File: config.mk
export PLATFORM = sky130hd
export DESIGN_NAME = control_unit
export DESIGN_NICKNAME = d
export VERILOG_FILES = /design/src/rtl/control_unit.sv
export SDC_FILE = /design/constraint.sdc
export NUM_CORES = 1
export LEC_CHECK = 0
export ABC_AREA = 1
export BUFFER_PORTS_ARGS = -buffer_cell sky130_fd_sc_hd__buf_2
export CAP_MARGIN = 5
export CORE_MARGIN = 3
export CORE_UTILIZATION = 30
export DETAILED_ROUTE_END_ITERATION = 12
export GPL_TIMING_DRIVEN = 1
export SLEW_MARGIN = 20
export SYNTH_ARGS = -nofsm -noshare
export SYNTH_HDL_FRONTEND = slang
export SYNTH_SLANG_ARGS = --single-unit
File: constraint.sdc
create_clock -name clk -period 1.3 [get_ports clk]
set_input_delay 0.26 -clock clk [delete_from_list [all_inputs] [get_ports clk]]
set_output_delay 0.26 -clock clk [all_outputs]
set_load 0.1 [all_outputs]
File: src/rtl/control_unit.sv
// K&S processor sequencer: fetch/decode/execute FSM driving the data_path
// control strobes, RAM write strobe, halt flag and retired-instruction count.
package k_and_s_pkg;
   typedef enum logic [3:0] {
      I_NOP    = 4'd0,
      I_LOAD   = 4'd1,
      I_STORE  = 4'd2,
      I_MOVE   = 4'd3,
      I_ADD    = 4'd4,
      I_SUB    = 4'd5,
      I_AND    = 4'd6,
      I_OR     = 4'd7,
      I_BRANCH = 4'd8,
      I_BZERO  = 4'd9,
      I_BNZERO = 4'd10,
      I_BNEG   = 4'd11,
      I_BNNEG  = 4'd12,
      I_BOV    = 4'd13,
      I_HALT   = 4'd14
   } decoded_instruction_type;
endpackage

module control_unit
   import k_and_s_pkg::*;
#(
   parameter int COUNT_W = 16
) (
   input  logic                    clk,
   input  logic                    rst_n,
   input  decoded_instruction_type decoded_instruction,
   input  logic                    zero_op,
   input  logic                    neg_op,
   input  logic                    unsigned_overflow,
   input  logic                    signed_overflow,
   output logic                    branch,
   output logic                    pc_enable,
   output logic                    ir_enable,
   output logic                    addr_sel,
   output logic                    c_sel,
   output logic [1:0]              operation,
   output logic                    write_reg_enable,
   output logic                    flags_reg_enable,
   output logic                    ram_write_enable,
   output logic                    halt,
   output logic [COUNT_W-1:0]      instr_count
);

   typedef enum logic [2:0] {
      S_INIT,
      S_FETCH,
      S_DECODE,
      S_EXEC,
      S_HALT
   } state_t;

   localparam logic [COUNT_W-1:0] ONE = COUNT_W'(1);

   state_t state;
   logic   armed;
   logic   short_instr;
   logic   take;
   logic   retire;
   logic   unused_flags;

   assign unused_flags = unsigned_overflow;

   always_comb begin
      short_instr = 1'b1;
      case (decoded_instruction)
         I_LOAD, I_STORE, I_MOVE,
         I_ADD, I_SUB, I_AND, I_OR,
         I_BRANCH, I_BZERO, I_BNZERO,
         I_BNEG, I_BNNEG, I_BOV,
         I_HALT: short_instr = 1'b0;
         default: short_instr = 1'b1;
      endcase
   end

   always_comb begin
      take = 1'b0;
      case (decoded_instruction)
         I_BRANCH: take = 1'b1;
         I_BZERO:  take = zero_op;
         I_BNZERO: take = !zero_op;
         I_BNEG:   take = neg_op;
         I_BNNEG:  take = !neg_op;
         I_BOV:    take = signed_overflow;
         default:  take = 1'b0;
      endcase
   end

   assign retire = (state == S_EXEC)
                || (state == S_DECODE && short_instr);

   // armed holds S_INIT for one full cycle after reset release
   always_ff @(posedge clk or negedge rst_n) begin
      if (!rst_n) begin
         state       <= S_INIT;
         armed       <= 1'b0;
         instr_count <= '0;
      end else begin
         armed <= 1'b1;
         if (retire)
            instr_count <= instr_count + ONE;
         unique case (state)
            S_INIT:   if (armed) state <= S_FETCH;
            S_FETCH:  state <= S_DECODE;
            S_DECODE: begin
               if (decoded_instruction == I_HALT)
                  state <= S_HALT;
               else if (short_instr)
                  state <= S_FETCH;
               else
                  state <= S_EXEC;
            end
            S_EXEC:   state <= S_FETCH;
            S_HALT:   state <= S_HALT;
            default:  state <= S_INIT;
         endcase
      end
   end

   always_comb begin
      branch           = 1'b0;
      pc_enable        = 1'b0;
      ir_enable        = 1'b0;
      addr_sel         = 1'b0;
      c_sel            = 1'b0;
      operation        = 2'b00;
      write_reg_enable = 1'b0;
      flags_reg_enable = 1'b0;
      ram_write_enable = 1'b0;
      halt             = 1'b0;
      unique case (state)
         S_FETCH:  ir_enable = 1'b1;
         S_DECODE: pc_enable = 1'b1;
         S_EXEC: begin
            case (decoded_instruction)
               I_LOAD: begin
                  addr_sel         = 1'b1;
                  c_sel            = 1'b1;
                  write_reg_enable = 1'b1;
               end
               I_STORE: begin
                  addr_sel         = 1'b1;
                  ram_write_enable = 1'b1;
               end
               // source sits on both ALU inputs, OR passes it through
               I_MOVE: begin
                  operation        = 2'b11;
                  write_reg_enable = 1'b1;
               end
               I_ADD, I_SUB, I_AND, I_OR: begin
                  operation        = decoded_instruction[1:0];
                  write_reg_enable = 1'b1;
                  flags_reg_enable = 1'b1;
               end
               default: begin
                  pc_enable = take;
                  branch    = take;
               end
            endcase
         end
         S_HALT:   halt = 1'b1;
         default:  ;
      endcase
   end

endmodule
==> impl_metrics.toml, run 1 <==
[placed_design]
port_buffers = 35
place_area_mm2 = 0.00231
dp_hpwl_um = 2750
place.gp.congestion = 0.813
pre_cts_ws_ns = -0.165

[synthesis]
synth_seq_cells = 20
synth_edf_count = 0
synthAdderAreaFrac_pct = 0.919
syn-num-nets = 212
yosysSeqAreaShare_pct = 36.8
yosys.area.top_type = "dfrtp_1"
yosysMostFrequentCell = "nand2_1"
async_reset_ff_share_pct = 100
syn_area_mm2 = 0.00136
synth-xor-area-share_pct = 3.86
synth-warning-count = 0
synth_top_cells_by_area = "dfrtp_1 37%, nand2_1 22%, nor2_1 7.7%"
ys_types = 33
synth_ff_type = "dfrtp_1"
syn_inst = 201
syn_avg_cell_area_um2 = 6.77
synth_top_cell_area_share_pct = 36.8
synth_top_family_by_area = "simple AND/OR/NAND/NOR gates"
ys_top_cells_by_count = "78 x nand2_1, 28 x nor2_1, 20 x dfrtp_1, 19 x inv_1, 8 x nand3_1"
synthMuxAreaShare_pct = 0
yosys.area_share.simple_pct = 43.3
synth_compound_area_share_pct = 6.43

[global_route]
antenna_found_initial = 0
grt_busiest_layer = "met2"
grt-ovfl-total = 0
grt_util_all_layers_pct = 16.8
grtUsageMet3_pct = 3.15
grt_use_met1_pct = 20.5
grt_max_degree = 21
grt_use_met2_pct = 29.9
grt_pass1_wl_um = 7000
grt_pass1_vias = 1524

[drt]
drc = 0
wire_per_inst_um = 13.8
drt_iter0_drc = 94
postRouteAntennaNets = 0
firstDrtPassIters = 4
via_per_inst = 4.77
vias = 1516
drt_wl_total_um = 4400

[power_and_ir_drop]
powerDensity_mw_per_mm2 = 1910
peakVddDrop_v = 0.00135
power.leakage_nw = 1.13

[sta]
fin_crit_sh_pct = 128
finalCriticalPeriod_ns = 1.66
slew_viol_final = 0
fin_skew_ns = 0.00902
hold_violations = 0
final.setup.worst_slack_ns = -0.364
setup_viol = 29
tightest_slew_ns = 0.513
rsz0062_at_grt = "yes"
whs_ns = 0.475
slew_headroom_pct = 65.8
fmaxAchievable_mhz = 601

[critical_path]
startpoint_type = "register"
r2r-start = "state[2]"
criticalPathCategory = "reg2out"
worstPathRequired_ns = 1.04
startpoint = "state[2]"
crit_fanout = 5
crit_arrival_ns = 1.40
cp-end-kind = "output pin"

[floorplanning]
coreArea_mm2 = 0.00417
io_pins = 37
fp.dieArea_mm2 = 0.00538
start_util_pct = 32.6
dieHeight_um = 73.4
num_rows = 23
die_w_um = 73.4

[layout]
fill_cells = 318
postLayoutCoreUtil_pct = 65.3
drive_gt1_share_pct = 54.5
nNetsFinal = 280
antenna_cells = 0
final_area_mm2 = 0.00273
multi_input_area_mm2 = 0.00112
register_area_um2 = 558
syn_to_final_growth_pct = 100

[run_status]
status = "complete, but fails checks"
violations = "negative setup slack"

[cts]
cts_tree = "built"
cts_sinks = 20
cts_buffers = 3
cts_buffer_depth = 2
cts-root-buf = "clkbuf_8"
cts_htree_levels = 1
path_clk_slew_ns = 0.09
worst_skew_pair.late_latency_ns = 0.28

[worst_hold_path]
hold_class = "in2async"

[run]
maxCapViolCount = 0
flip-flops by register name (all words and copies together), names as in the netlist:
name and flops:
instr_count 16, state 3, armed 1
power breakdown:
group / switching (mW) / internal [mW] / leakage, nW
clock network: 0.248 / 0.412 / 0.0357
logic: 2.15 / 1.32 / 0.863
registers: 0.273 / 0.794 / 0.235
total: 2.67 / 2.53 / 1.13
per-stage QoR:
step                      TNS [ns]  instances  power (mW)
final                        -6.57        318        5.20
after CTS                    -5.08        315        4.95
after floorplan              -6.41        201        2.86
after global placement      -0.878        300        3.72
after global routing         -7.97        318        5.41
after detailed placement     -1.36        300        3.76
final timing paths:
path	end	slack [ns]	cells after the start
min in group clk	state[2]	0.51	6
min reg2reg	state[0]	0.54	2
max	addr_sel	-0.36	5
max reg2reg	instr_count[11]	-0.22	11
max in group asynchronous	instr_count[11]	0.42	2
min	instr_count[1]	0.48	2
worst max-delay path, cell delays in order (launching register included):
cell and delay, ns:
dfrtp_1 0.40, inv_2 0.09, nand3_4 0.14, buf_8 0.18
a21oi_4 0.13, buf_12 0.19
layer usage:
metal	vias up	part of all wire (%)
met5	-	0
met4	0	2.0
met3	8	4.2
met2	34	51
met1	706	43
li1	768	-
repair_timing:
item / CTS / global route
setup buffers: 8 / 5
hold buffers: 1 / 0
resized for setup: 31 / 21
cloned: 3 / 1
setup endpoints to repair: 18 / 30
endpoints found under the hold margin: 20 / 0
pin swaps: 13 / 14
layout by cell type, fill, tap and decap left out, types with 2 or more instances in the layout:
| cell | count |
|---|---|
| nand2_1 | 61 |
| buf_12 | 28 |
| buf_4 | 17 |
| nor2_1 | 15 |
| inv_1 | 14 |
| dfrtp_4 | 14 |
| nand2_2 | 13 |
| nor2_4 | 10 |
| buf_2 | 8 |
| nand2_4 | 7 |
| nand2_8 | 7 |
| nand3_1 | 6 |
| buf_6 | 6 |
| inv_2 | 5 |
| nor2_2 | 5 |
| o21ai_1 | 5 |
| xnor2_1 | 4 |
| dfrtp_2 | 4 |
| nand4_1 | 3 |
| clkbuf_8 | 3 |
| o21ai_0 | 2 |
| clkinv_1 | 2 |
| nand3_4 | 2 |
| a21oi_4 | 2 |
| nand3b_1 | 2 |
| o21ai_2 | 2 |
| xor2_1 | 2 |
| dfrtp_1 | 2 |
final cells by class:
type / instances / share of cell area [%]
Multi-Input combinational cell: 160 / 40.9
Timing Repair Buffer: 61 / 30.1
Sequential cell: 20 / 20.5
Inverter: 23 / 3.58
Tap cell: 50 / 2.29
Clock buffer: 3 / 1.51
Clock inverter: 1 / 1.10
cells by family after synthesis:
kind of cell             Yosys count
other                              1
AND/OR/NAND/NOR                  132
flip-flops                        20
buffers and inverters             25
AO/OA/AOI/OAI                     16
XOR/XNOR                           6
adder cells (fa/ha/maj)            1
(Power assumes the default switching activity.)
==> run 2, diff against run 1 <==
Settings changed: CORE_UTILIZATION 30 to 45, PLACE_DENSITY set to 0.73.
==> impl_metrics.toml, run 2 (synthesis gave the netlist of run 1 again) <==
[floorplanning]
start_util_pct = 48.1
fp.dieArea_mm2 = 0.00372
num_rows = 19
die_w_um = 61
coreArea_mm2 = 0.00283
dieHeight_um = 61
io_pins = 37

[placed_design]
dp_hpwl_um = 2880
place_area_mm2 = 0.00230
place.gp.congestion = 0.877
port_buffers = 35
dpl.cell_count = 283

[layout]
final_area_mm2 = 0.00255
reg_top3 = "instr_count x16, state x3, armed x1"
drive_gt1_share_pct = 50.9
fin_cells = 298
regMostFlops = "instr_count"
final_cell_mix = "66 x nand2_1, 27 x buf_12, 23 x buf_4"
final_common_cell = "nand2_1"
largest_reg_flops = 16
fill_cells = 129
syn_to_final_growth_pct = 87.5
antenna_cells = 0
nNetsFinal = 279

[drt]
via_per_inst = 5.56
wire_per_inst_um = 17.1
drc = 0
vias = 1657
postRouteAntennaNets = 0
drt_iter0_drc = 143
drt_wl_total_um = 5090
firstDrtPassIters = 4

[global_route]
grt_max_degree = 21
grt_pass1_wl_um = 6970
antenna_found_initial = 0
grt_util_all_layers_pct = 25.2
grt_pass1_vias = 1521
grt-ovfl-total = 0

[sta]
fmaxAchievable_mhz = 580
setup_viol = 35
final.setup.worst_slack_ns = -0.423
slew_viol_final = 0
finalCriticalPeriod_ns = 1.72
fin_skew_ns = 0.0165
fin_crit_sh_pct = 133
rsz0062_at_grt = "yes"
whs_ns = 0.402
hold_violations = 0

[cts]
cts_sinks = 20
cts_buffer_depth = 2
cts_buffers = 3
cts-root-buf = "clkbuf_4"
cts_tree = "built"
path_clk_slew_ns = 0.13
worst_skew_pair.late_latency_ns = 0.32
cts_htree_levels = 1

[run_status]
status = "complete, but fails checks"
violations = "negative setup slack"

[power_and_ir_drop]
power.leakage_nw = 1.09
peakVddDrop_v = 0.00217
powerDensity_mw_per_mm2 = 1870

[critical_path]
criticalPathCategory = "reg2out"
startpoint = "state[2]"
worstPathRequired_ns = 1.04
r2r-start = "state[1]"
cp-end-kind = "output pin"
crit_arrival_ns = 1.46
crit_fanout = 5
startpoint_type = "register"

[run]
maxCapViolCount = 0

[worst_hold_path]
hold_class = "in2async"
==> run 2: cell type report <==
type | count | area (µm²) | area share [%]
multi-input cells | 157 | 1000 | 39.2
flip-flops and latches | 20 | 557 | 21.8
repair buffers | 63 | 808 | 31.7
well taps | 31 | 38.8 | 1.52
clock inverters | 1 | 30.0 | 1.18
clock buffers | 3 | 22.5 | 0.882
inverters | 23 | 95.1 | 3.73
==> run 2: final timing paths <==
check / to / slack (ns) / cells after the start
min: instr_count[1] / 0.40 / 2
min in group clk: state[2] / 0.45 / 6
min reg2reg: state[0] / 0.57 / 2
max: addr_sel / -0.42 / 5
max in group asynchronous: instr_count[12] / 0.51 / 2
max reg2reg: instr_count[11] / -0.09 / 9
==> run 2: timing repair <==
item / in CTS / in global routing
cloned: 1 / 0
hold endpoints to repair: 20 / 0
hold buffers: 1 / 0
gates resized for setup: 14 / 14
endpoints found under the setup margin: 35 / 43
pin swaps: 7 / 6
buffers inserted: 7 / 2
==> run 2: layer usage <==
metal / vias up / share of wire [%] / track usage [%]
met5: - / 0 / 0
met4: 0 / 3.0 / 8.36
met3: 19 / 8.4 / 4.47
met2: 95 / 53 / 42.6
met1: 789 / 36 / 32.5
li1: 754 / - / -
==> run 2: where the power goes <==
| group | internal (mW) | total (mW) | switching (mW) |
|---|---|---|---|
| Clock | 0.312 | 0.530 | 0.218 |
| Combinational | 1.18 | 3.22 | 2.04 |
| Sequential | 0.789 | 1.02 | 0.229 |
==> run 2: metrics by stage <==
step / setup TNS, ns / util [%] / worst slack, ns / total power [mW]
final: -5.07 / 90.2 / -0.423 / 4.77
after global routing: -6.43 / 90.2 / -0.464 / 4.94
after CTS: -4.15 / 88.1 / -0.394 / 4.56
after detailed placement: -1.64 / 81.2 / -0.230 / 3.79
after global placement: -0.926 / 81.2 / -0.139 / 3.73
after floorplan: -6.41 / - / -0.730 / 2.86
==> run 2: worst max-delay path: stages (launching register included) <==
cell and delay, ns:
dfrtp_1 0.40, inv_2 0.08, nand3_4 0.14, buf_6 0.18
a21oi_4 0.15, buf_12 0.19
==> run 3, diff against run 2 <==
Settings changed: ABC_AREA 1 to unset, CORE_UTILIZATION 45 to 44, PLACE_DENSITY 0.73 to 0.74.
==> impl_metrics.toml, run 3 <==
[placed_design]
port_buffers = 35
dp_hpwl_um = 3280
place_area_mm2 = 0.00217
pre_cts_ws_ns = -0.580
place.gp.congestion = 0.768

[synthesis]
ys_types = 33
syn_area_mm2 = 0.00113
syn-num-nets = 125
synth_seq_cells = 20
async_reset_ff_share_pct = 100
ys_top_cells_by_count = "20 x dfrtp_1, 14 x xor2_1, 12 x nor2_1, 10 x nand2_1, 9 x nand3_1"
synth_ff_type = "dfrtp_1"
synth-xor-area-share_pct = 11.6
yosysMostFrequentCell = "dfrtp_1"
synth_top_cells_by_area = "dfrtp_1 44%, xor2_1 11%, nor3_2 4.4%"
synth_top_cell_area_share_pct = 44.2
synth-warning-count = 0
yosys.area.top_type = "dfrtp_1"
yosys.area_share.simple_pct = 30.0
synth_compound_area_share_pct = 7.41
syn_avg_cell_area_um2 = 9.92
synth_top_family_by_area = "simple AND/OR/NAND/NOR gates"
syn_inst = 114
synth_edf_count = 0
yosysSeqAreaShare_pct = 44.2
synthMuxAreaShare_pct = 1.88
synthAdderAreaFrac_pct = 1.11

[cts]
cts_hold_buf = 1
cts-root-buf = "clkbuf_4"
cts_buffer_depth = 2
cts_htree_levels = 1
cts_sinks = 20
cts_buffers = 3
post_cts_buffers = 30
ctsResizeCount = 47

[floorplanning]
die_w_um = 56.7
start_util_pct = 48.8
io_pins = 37
dieHeight_um = 56.7
num_rows = 17

[run_status]
failing_step = "4_1_cts"
first-error = "[ERROR DPL-0038] Utilization greater than 100%, impossible to legalize"
status = "aborted with a tool error"
==> run 3: logic make-up after synthesis <==
| kind of cell | after synthesis |
|---|---|
| adders and majority gates | 1 |
| AOI/OAI and AO/OA | 11 |
| and+or+nand+nor | 58 |
| DFF | 20 |
| xor gates and xnor gates | 15 |
| muxes | 2 |
| buffers and inverters | 6 |
| other | 1 |
==> run 3: through the flow <==
step,TNS (ns),util [%],instances
2_1_floorplan,-8.78,-,114
3_3_place_gp,-7.80,93.7,203
3_5_place_dp,-9.65,93.7,203
==> run 4, diff against run 3 <==
Settings changed: CORE_UTILIZATION 44 to 30, PLACE_DENSITY 0.74 to unset, PLACE_DENSITY_LB_ADDON set to 0.15.
Clock period 1.3 ns to 1.7 ns, I/O delays scaled along.
==> impl_metrics.toml, run 4 <==
[placed_design]
place.gp.congestion = 0.782
place_area_mm2 = 0.00172
pre_cts_ws_ns = -0.0992
dp_hpwl_um = 2060
port_buffers = 35

[global_route]
antenna_found_initial = 0
grt_pass1_wl_um = 4210
grt-ovfl-total = 0
grt_util_all_layers_pct = 12.0
grt_pass1_vias = 943
grt_max_degree = 21

[floorplanning]
fp.dieArea_mm2 = 0.00454
die_w_um = 67.4
io_pins = 37
num_rows = 21
dieHeight_um = 67.4
coreArea_mm2 = 0.00349
start_util_pct = 32.4

[layout]
multi_input_area_um2 = 682
register_area_um2 = 515
nNetsFinal = 182
regMostFlops = "instr_count"
antenna_cells = 0
drive_gt1_share_pct = 54.4
fill_cells = 322
final_cell_mix = "23 x buf_2, 18 x buf_4, 14 x xor2_1"
final_area_mm2 = 0.00181
reg_top3 = "instr_count x16, state x3, armed x1"
largest_reg_flops = 16
postLayoutCoreUtil_pct = 51.8
syn_to_final_growth_pct = 60.2
final_common_cell = "buf_2"

[drt]
postRouteAntennaNets = 0
drt_wl_total_um = 2500
vias = 1012
drt_iter0_drc = 21
wire_per_inst_um = 11.6
drc = 0
firstDrtPassIters = 4
via_per_inst = 4.71

[synthesis]
syn_inst = 114
synth_top_cell_area_share_pct = 44.2
yosysSeqAreaShare_pct = 44.2
synth_edf_count = 0
synth_ff_type = "dfrtp_1"
syn-num-nets = 125
synth_top_cells_by_area = "dfrtp_1 44%, xor2_1 11%, nor3_2 4.4%"
yosysMostFrequentCell = "dfrtp_1"
synth-warning-count = 0
yosys.area.top_type = "dfrtp_1"
syn_area_mm2 = 0.00113
ys_types = 33
ys_top_cells_by_count = "20 x dfrtp_1, 14 x xor2_1, 12 x nor2_1, 10 x nand2_1, 9 x nand3_1"
async_reset_ff_share_pct = 100
synth_seq_cells = 20
syn_avg_cell_area_um2 = 9.92

[run]
maxCapViolCount = 0

[power_and_ir_drop]
intPower_mw = 1.34
powerDensity_mw_per_mm2 = 1590
p_clk_share_pct = 10.3
switching_share_pct = 53.5
peakVddDrop_v = 0.000838
seqPwrFrac_pct = 24.1
comb_power_share_pct = 65.6
power_switching_mw = 1.54
power.leakage_nw = 0.851

[sta]
fin_crit_sh_pct = 109
hold_violations = 0
fmaxAchievable_mhz = 541
slew_viol_final = 0
setup_viol = 9
rsz0062_at_grt = "yes"
fin_skew_ns = 0.00244
finalCriticalPeriod_ns = 1.85
final.setup.worst_slack_ns = -0.149

[run_status]
status = "complete, but fails checks"
violations = "negative setup slack"

[cts]
worst_skew_pair.late_latency_ns = 0.25
cts_tree = "built"
cts_htree_levels = 1
cts_sinks = 20
path_clk_slew_ns = 0.07
cts_buffer_depth = 2
cts-root-buf = "clkbuf_8"
cts_buffers = 3
cts_hold_buf = 0

[critical_path]
criticalPathCategory = "reg2out"
crit_fanout = 3
crit_arrival_ns = 1.51
worstPathRequired_ns = 1.36
startpoint_type = "register"
cp-end-kind = "output pin"

[worst_hold_path]
hold_class = "in2async"
## run 4: cell counts after synthesis
Identical to the previous run, type by type.
## run 4: area by class of cell
class                   instances  share of cell area, %
multi-input cells              88                   37.6
flip-flops and latches         20                   28.5
repair buffers                 55                   27.8
well taps                      46                   3.18
clock buffers                   3                   2.28
inverters                       3                  0.622
## run 4: metrics by stage
step	TNS, ns	total power, mW	instances	hold slack [ns]
after CTS	-1.21	2.87	214	0.0326
after detailed placement	-0.269	2.55	210	0.312
after floorplan	-3.40	1.99	114	0.0444
after global placement	-0.214	2.53	210	0.302
after global routing	-1.74	3.04	215	0.0489
final	-1.02	2.88	215	0.0248
## run 4: cells by family (layout without fill, tap and decap cells)
logic type | count (synthesis) | count (layout) | synth area share [%]
AOI/OAI and AO/OA | 11 | 11 | 7.41
DFF | 20 | 20 | 44.2
and+or+nand+nor | 58 | 58 | 30.0
muxes | 2 | 2 | 1.88
xor gates and xnor gates | 15 | 15 | 11.6
adders and majority gates | 1 | 1 | 1.11
buffers and inverters | 6 | 61 | 3.43
other | 1 | 1 | 0.332
## run 4: repair_timing
item,in CTS,in global routing
gates resized for setup,2,8
pin swaps,0,4
setup endpoints to repair,9,11
hold endpoints to repair,0,0
buffers inserted,1,1
## run 4: worst paths after layout
| kind | cells past startpoint | from | slack, ns | endpoint |
|---|---|---|---|---|
| max | 6 | state[2] | -0.15 | operation[1] |
| min reg2reg | 1 | instr_count[15] | 0.47 | instr_count[15] |
| max reg2reg | 3 | state[0] | 0.18 | instr_count[1] |
| min | 1 | rst_n | 0.02 | instr_count[15] |
| min in group clk | 4 | decoded_instruction[0] | 0.42 | state[2] |
| max in group asynchronous | 1 | rst_n | 1.34 | instr_count[1] |
## run 4: power by group through the flow
stage	Clock, mW	Sequential (mW)	Combinational (mW)
finish	0.296	0.696	1.89
global route	0.337	0.717	1.99
CTS	0.312	0.699	1.86
detailed placement	0	0.706	1.84
global placement	0	0.701	1.83
floorplan	0	1.17	0.820
## run 4: layer usage
metal  GRT usage, %  vias up  share of wire (%)
met3           4.83        2                6.3
met4           2.28        0               0.36
li1               -      506                  -
met1           15.4      484                 43
met5              0        -                  0
met2           19.0       20                 50
## run 4: worst max-delay path, stage by stage (launching register included)
cell	delay [ns]
dfrtp_1	0.38
and2b_2	0.23
nand3b_1	0.11
buf_6	0.15
nor2_4	0.07
and2_4	0.15
buf_12	0.16
